`src/rtl/mips32_pkg.sv`:
```
// Shared definitions for the mips32 core and its debug helpers.
// Holds the dump-reader FSM encoding and the storage geometry defaults.
package mips32_pkg;

  localparam int unsigned DATA_W_DEF  = 32;
  localparam int unsigned MEMD_ADDR_W = 10;
  localparam int unsigned REG_ADDR_W  = 5;

  typedef enum logic [2:0] {
    S_IDLE    = 3'd0,
    S_ISSUE   = 3'd1,
    S_CAPTURE = 3'd2,
    S_SEND    = 3'd3,
    S_FINISH  = 3'd4
  } dump_state_e;

endpackage

```
`src/rtl/mips32_dump_reader.sv`:
```
// Debug read-out engine: walks an address range of a synchronous-read array and
// streams each word over valid/ready, one word per three cycles at full rate.
module mips32_dump_reader
  import mips32_pkg::*;
#(
  parameter int unsigned DATA_W = DATA_W_DEF,
  parameter int unsigned ADDR_W = MEMD_ADDR_W,
  parameter int unsigned CNT_W  = ADDR_W + 1
) (
  input  logic              clk,
  input  logic              rst,
  input  logic              start,
  input  logic [ADDR_W-1:0] start_addr,
  input  logic [CNT_W-1:0]  count,
  input  logic              abort,
  output logic              rd_en,
  output logic [ADDR_W-1:0] rd_addr,
  input  logic [DATA_W-1:0] rd_data,
  output logic              out_valid,
  input  logic              out_ready,
  output logic [DATA_W-1:0] out_data,
  output logic [ADDR_W-1:0] out_addr,
  output logic              out_last,
  output logic              busy,
  output logic              done
);

  dump_state_e       state_q, state_d;
  logic [ADDR_W-1:0] addr_q, addr_d;
  logic [CNT_W-1:0]  rem_q, rem_d;
  logic              valid_q, valid_d;
  logic [DATA_W-1:0] data_q, data_d;
  logic [ADDR_W-1:0] oaddr_q, oaddr_d;
  logic              last_q, last_d;

  always_ff @(posedge clk or posedge rst) begin
    if (rst) begin
      state_q <= S_IDLE;
      addr_q  <= '0;
      rem_q   <= '0;
      valid_q <= 1'b0;
      data_q  <= '0;
      oaddr_q <= '0;
      last_q  <= 1'b0;
    end else begin
      state_q <= state_d;
      addr_q  <= addr_d;
      rem_q   <= rem_d;
      valid_q <= valid_d;
      data_q  <= data_d;
      oaddr_q <= oaddr_d;
      last_q  <= last_d;
    end
  end

  always_comb begin
    state_d = state_q;
    addr_d  = addr_q;
    rem_d   = rem_q;
    valid_d = valid_q;
    data_d  = data_q;
    oaddr_d = oaddr_q;
    last_d  = last_q;

    unique case (state_q)
      S_IDLE: begin
        if (start) begin
          if (count != '0) begin
            addr_d  = start_addr;
            rem_d   = count;
            state_d = S_ISSUE;
          end else begin
            state_d = S_FINISH;
          end
        end
      end
      S_ISSUE: begin
        state_d = abort ? S_FINISH : S_CAPTURE;
      end
      S_CAPTURE: begin
        if (abort) begin
          state_d = S_FINISH;
        end else begin
          data_d  = rd_data;
          oaddr_d = addr_q;
          last_d  = (rem_q == CNT_W'(1));
          valid_d = 1'b1;
          state_d = S_SEND;
        end
      end
      S_SEND: begin
        // Abort wins over a same-cycle handshake: the word is dropped.
        if (abort) begin
          valid_d = 1'b0;
          last_d  = 1'b0;
          state_d = S_FINISH;
        end else if (out_ready) begin
          valid_d = 1'b0;
          last_d  = 1'b0;
          rem_d   = rem_q - 1'b1;
          addr_d  = addr_q + 1'b1;
          state_d = (rem_q == CNT_W'(1)) ? S_FINISH : S_ISSUE;
        end
      end
      S_FINISH: begin
        last_d  = 1'b0;
        state_d = S_IDLE;
      end
      default: state_d = S_IDLE;
    endcase
  end

  assign rd_en     = (state_q == S_ISSUE);
  assign rd_addr   = addr_q;
  assign out_valid = valid_q;
  assign out_data  = data_q;
  assign out_addr  = oaddr_q;
  assign out_last  = last_q;
  assign busy      = (state_q != S_IDLE);
  assign done      = (state_q == S_FINISH);

endmodule

```
`config.mk`:
```
export PLATFORM = sky130hd
export DESIGN_NAME = mips32_dump_reader
export DESIGN_NICKNAME = d
export VERILOG_FILES = /design/src/rtl/mips32_pkg.sv /design/src/rtl/mips32_dump_reader.sv
export SDC_FILE = /design/constraint.sdc
export NUM_CORES = 1
export LEC_CHECK = 0
export ABC_AREA = 1
export ABC_CLOCK_PERIOD_IN_PS = 2500
export CAP_MARGIN = 20
export CORE_ASPECT_RATIO = 0.9
export CORE_MARGIN = 2
export CORE_UTILIZATION = 46
export DETAILED_ROUTE_END_ITERATION = 12
export GPL_TIMING_DRIVEN = 0
export PLACE_DENSITY = 0.86
export SLEW_MARGIN = 20
export SYNTH_ARGS = -nofsm -noshare
export SYNTH_HDL_FRONTEND = slang
export SYNTH_SLANG_ARGS = --single-unit
```
`constraint.sdc`:
```
create_clock -name clk -period 2.5 [get_ports clk]
set_input_delay 0.25 -clock clk [delete_from_list [all_inputs] [get_ports clk]]
set_output_delay 0.25 -clock clk [all_outputs]
set_load 0.02 [all_outputs]
```
==> Word-level counts from Yosys, hierarchy flattened <==
Cells that the tools add are included.
{ "totals": {"reg_bits": 68, "inputBits": 58} }
{ "op_classes": {"addsub": 2, "eq_ne": 11, "muxes": 24, "n_bitwise": 1, "n_reduce_logical": 11} }
{ "ops": {"columns": ["op", "count"], "rows": [
  ["11-bit two-way mux", 4],
  ["10-bit two-way mux", 4],
  ["11-bit one-hot mux with 2 select lines", 1],
  ["3-bit two-way mux", 7],
  ["10-bit one-hot mux with 2 select lines", 1],
  ["3-bit one-hot mux with 4 select lines", 1],
  ["11-bit by 1-bit equality test with 1-bit output (second input constant)", 1],
  ["11-bit nonzero test", 1],
  ["11-bit by 1-bit subtractor with 11-bit output (second input constant)", 1],
  ["10-bit by 1-bit adder with 10-bit output (second input constant)", 1],
  ["2-bit inequality test (second input constant)", 5],
  ["3-bit by 2-bit equality test with 1-bit output (second input constant)", 2],
  ["3-bit AND reduction", 2],
  ["3-bit nonzero test", 2],
  ["5-bit AND reduction", 1],
  ["1-bit two-way mux", 4],
  ["2-bit AND reduction", 2],
  ["2-bit nonzero test", 2],
  ["3-bit by 1-bit equality test with 1-bit output (second input constant)", 1],
  ["3-bit equality test (second input constant)", 1],
  ["3-bit logical NOT", 1],
  ["3-bit inequality test (second input constant)", 1],
  ["1-bit one-hot mux with 3 select lines", 1],
  ["1-bit one-hot mux with 2 select lines", 1],
  ["1-bit NOT", 1]
]} }

==> Logic depth before layout (Yosys ltp) <==
{ "logic_depth": {"ltp_word": 5, "ltp_mapped": 10, "ltp_nobuf": 10} }

==> Least setup slack after synthesis <==
OpenSTA, ideal clock, no wires.
{ "synth_path": {"path_kind": "reg2reg", "startpoint": "register state_q[1]", "endpoint": "register addr_q[0] (netlist: rd_addr[0])", "setup_time_ps": 117, "t_arrival_ps": 1362, "t_required_ps": 2383, "path_slack_ps": 1022, "path_stages_with_launch": 10, "path_buffers": 1, "cell_sequence": "dfrtp_1 inv_1 nand3_1 inv_1 nand3_2 nand3_4 inv_4 buf_6 nand2_1 nand2_1"} }
{ "synth_via": {"elab_chain_len": 3, "word_cells_on_any_way": 9, "cone_classes": "5 x eq/ne; 1 x mux; 3 x reduce/logical"} }
{ "synth_rtl": {"columns": ["element", "line", "rtl"], "rows": [
  ["start, declared", "mips32_dump_reader.sv:28", "dump_state_e state_q, state_d;"],
  ["start signal, assigned", "mips32_dump_reader.sv:46", "state_q <= state_d;"],
  ["3-bit by 2-bit equality test with 1-bit output or 3-bit logical NOT (tied branches)", "mips32_dump_reader.sv:65", "unique case (state_q)"],
  ["2-bit inequality test (no source line) or 2-bit nonzero test (tied branches)", null, null],
  ["5-bit AND reduction (no source line)", null, null],
  ["end signal, assigned", "mips32_dump_reader.sv:47", "addr_q <= addr_d;"],
  ["end, declared", "mips32_dump_reader.sv:29", "logic [ADDR_W-1:0] addr_q, addr_d;"]
]} }
Parallel ways exist; a longest one is shown, timed or not.
A chain may end at the register's enable or synchronous reset.

==> Worst setup path in the final report <==
{ "layout_path": {"startpoint": "register state_q[1]", "endpoint": "output port done"} }
{ "layout_via": {"elab_chain_len": 1} }
{ "layout_rtl": {"columns": ["element", "line", "rtl"], "rows": [
  ["3-bit equality test", "mips32_dump_reader.sv:120", "assign done = (state_q == S_FINISH);"],
  ["end, declared", "mips32_dump_reader.sv:25", "output logic done"]
]} }
No other way between the ends.

==> metrics.md <==
| Metric | Value |
|---|---|
| Main flop type after synthesis | `dfrtp_1` |
| Cts-stage hold buffer count | `0` |
| Net count, final | `approximately 670` |
| Seq/Total Area, Yosys | `0.494` |
| Cell type contributing the most total cell area after synthesis | `dfrtp_1` |
| EDFF count, synth | `0` |
| Antenna diode count | `0` |
| Via density per instance | `4.85` |
| Global-route wire length before repair | `between 10000 and 15000 um` |
| Count leader, synth | `nand2_1` |
| DRC violation total after the first TritonRoute iteration | `145` |
| Cell Count, Final, Fillers Out | `a little over 700` |
| Gate power share | `0.533` |
| Vertical extent of the die | `around 86 um` |
| Count of synthesis-stage warnings from yosys | `0` |
| Max-slew violation count | `0` |
| Maximum vdd drop | `around 690 uV` |
| Internal power summed over all cells | `3.49 mW` |
| Top achievable clock speed | `513 MHz` |
| Pin count of the biggest net entering global routing | `40` |
| Overall fraction of global-route tracks in use | `0.233` |
| Router iterations before antenna repair | `5` |
| Share of flip-flops with an asynchronous set or reset | `1.00` |
| Type of the tightest min-delay check | `in -> async` |
| Root Driver | `clkbuf_8` |
| Run status | `complete, no violations` |
| Total length of routed wires | `9190 um` |
| Global placement routability congestion | `just under 0.9` |
| Leading post-synthesis cells by cell area | `dfrtp_1 49%, nand2_1 29%, nand3_1 3.8%, inv_1 3.6%, nor2_1 2.9%` |
| Die Area | `between 8000 and 9000 um2` |
| Placement row count | `29` |
| Remaining global-route overflow | `0` |
| Post-synthesis to final-layout area growth | `43.0%` |
| CTS H-tree lvls | `3` |
| Synthesized Nets | `543` |
| Worst-case reg-to-reg path depth | `10` |
| Total standard cell area after synthesis | `3440 um2` |
| Via count of the first global-routing pass | `roughly 3200` |
| Layout Utilization | `0.688` |
| Detailed-route DRC error count | `0` |
| Kind of end point of the critical path | `primary output` |
| CORE AREA | `7150 um2` |
| Sequential group share of total power | `0.324` |
| Switching fraction of total power | `0.445` |
| Gate count after technology mapping | `482` |
| Setup Skew | `8.37 ps` |
| PD cells | `between 1000 and 1500 nW/um2` |
| Antenna violations before repair | `0` |
| RSZ-0062 raised after global routing | `no` |
| Bufs on Longest Clock Path | `2` |
| Post-synth cell types | `24` |
| Share of layout cells above drive strength 1 | `0.0701` |
| Arrival time worst endpoint | `1700 ps` |
| Final cycle utilization of the critical path | `0.780` |
| TritonCTS clock tree | `built` |
| Commonest cells in the netlist | `264 x nand2_1, 68 x dfrtp_1, 33 x inv_1` |
| Initial standard-cell utilization of the core | `0.482` |
| Filler cells | `639` |
| Setup slack after placement | `~570 ps` |
| Final setup slack of the worst path | `~550 ps` |
| CTS clk-pin slew, worst paths | `80 ps` |
| Worst Hold Margin | `253 ps` |
| CTS buffer count | `9` |
| Portion of total power attributed to the clock network | `0.143` |
| Source-to-sink clock delay at the later pin of the worst-skew pair | `340 ps` |
| Yosys top cell area share | `0.494` |
| Final setup violating endpoints | `0` |
| Post-CTS setup buffers | `0` |
| Number of sinks handled by clock tree synthesis | `68` |
| Crit Path Class | `reg -> out` |
| Per-instance average area after synthesis | `~7.1 um2` |
| Net switching power figure | `about 2.8 mW` |
| CP Launch Type | `flop` |
| Post-CTS sizing | `0` |
| Transition time of the tightest slew-check pin | `about 590 ps` |
| Total half-perimeter wirelength after legalization and detailed placement | `between 6000 and 7000 um` |
| Placed Instances | `~700` |
| Antenna violation net count after detailed routing | `0` |
| Final Total Pwr | `6.28 mW` |
| Final number of hold-violating endpoints | `0` |
| Flip-flop and latch count after synthesis | `68` |
| Minimum period implied by the final worst setup slack | `a little under 2000 ps` |
| Leakage power figure | `2.54 nW` |
| Peak fanout along the critical path | `4` |
| Slew margin rel. | `0.606` |
| IO buf count | `between 100 and 150` |
| Maxcap violations | `0` |
| Die width | `about 95 um` |
| CP Data Required Time | `between 2000 and 2500 ps` |
| Drt wl/cell | `~13 um` |
| FF-to-FF setup slack | `about 920 ps` |
| Count of vias placed by the detailed router | `~3400` |
| Boundary pin count | `between 100 and 150` |
-- power groups by stage --
stage	clock, mW	combinational [mW]	sequential [mW]
2_1_floorplan	0	1.53	2.45
3_3_place_gp	0	3.26	2.02
3_5_place_dp	0	3.36	2.04
4_1_cts	0.935	3.37	2.03
5_1_grt	0.982	3.72	2.10
6_report	0.898	3.35	2.03
-- kinds of logic after synthesis --
group	after synthesis	synth area share
flops	68	0.494
compound gates	26	0.0400
fa+ha+maj	3	0.0109
buf+inv	53	0.0669
simple gates	331	0.385
xor+xnor	1	0.00254
-- final timing paths --
path                              start      endpoint
max                          state_q[1]          done
min                                 rst  out_data[11]
max reg2reg                  state_q[2]    rd_addr[8]
min reg2reg                out_data[15]  out_data[15]
max in group asynchronous           rst      rem_q[5]
min in group clk             rd_data[4]   out_data[4]
-- stage by stage --
step                      instance area [um2]  TNS, ps
final                                    4920        0
after global placement                   4700   -41670
after CTS                                4920        0
after global routing                     4920        0
after detailed placement                 4720        0
after floorplan                          3440        0
-- routing by layer --
metal  up-vias  global-route usage  wire [um]  share of wire
li1       1731                   -          -              -
met1      1563               0.283       3880           0.42
met2       117               0.401       4540           0.49
met3        12              0.0624        613          0.067
met4         0              0.0751        153          0.017
met5         -                   0          0              0
-- layout by cell type, fill, tap and decap left out --
master | synthesis | final
a21boi_0 | 1 | 1
a21o_1 | 1 | 1
a21oi_1 | 3 | 3
buf_12 | 0 | 1
buf_2 | 8 | 8
buf_4 | 3 | 3
buf_6 | 1 | 1
bufinv_16 | 0 | 1
clkbuf_1 | 4 | 4
clkbuf_8 | 0 | 9
clkdlybuf4s50_1 | 0 | 114
clkinv_2 | 0 | 1
clkinv_4 | 0 | 1
clkinvlp_4 | 0 | 3
dfrtp_1 | 68 | 68
ha_1 | 3 | 3
inv_1 | 33 | 32
inv_2 | 3 | 3
inv_4 | 1 | 2
inv_6 | 0 | 1
nand2_1 | 264 | 264
nand3_1 | 26 | 26
nand3_2 | 2 | 2
nand3_4 | 1 | 1
nand4_1 | 3 | 3
nor2_1 | 27 | 27
nor2_2 | 1 | 1
nor3_1 | 2 | 2
o21ai_0 | 20 | 20
o21bai_1 | 1 | 1
or2_2 | 5 | 5
xnor2_1 | 1 | 1
-- layout make-up --
cell class                 count  area, um2  area share
clock inverter                 7       75.1      0.0153
tap                           93        116      0.0236
timing repair buffer         115       1160       0.236
sequential                    68       1700       0.346
inverter                      37        144      0.0292
buffer                        16       88.8      0.0181
clock buffer                   9        124      0.0252
multi-input combinational    361       1510       0.307
-- state kept, by name, indices dropped and copies added, names as in the netlist --
register   count
rem_q         11
state_q        3
rd_addr       10
out_valid      1
out_last       1
out_data      32
out_addr      10
-- worst max-delay path, cell delays in order (launching register included) --
cell and delay, ps:
dfrtp_1 410, inv_1 120, nand2_1 80, nor2_1 140
clkdlybuf4s50_1 630
(Power assumes the default switching activity.)
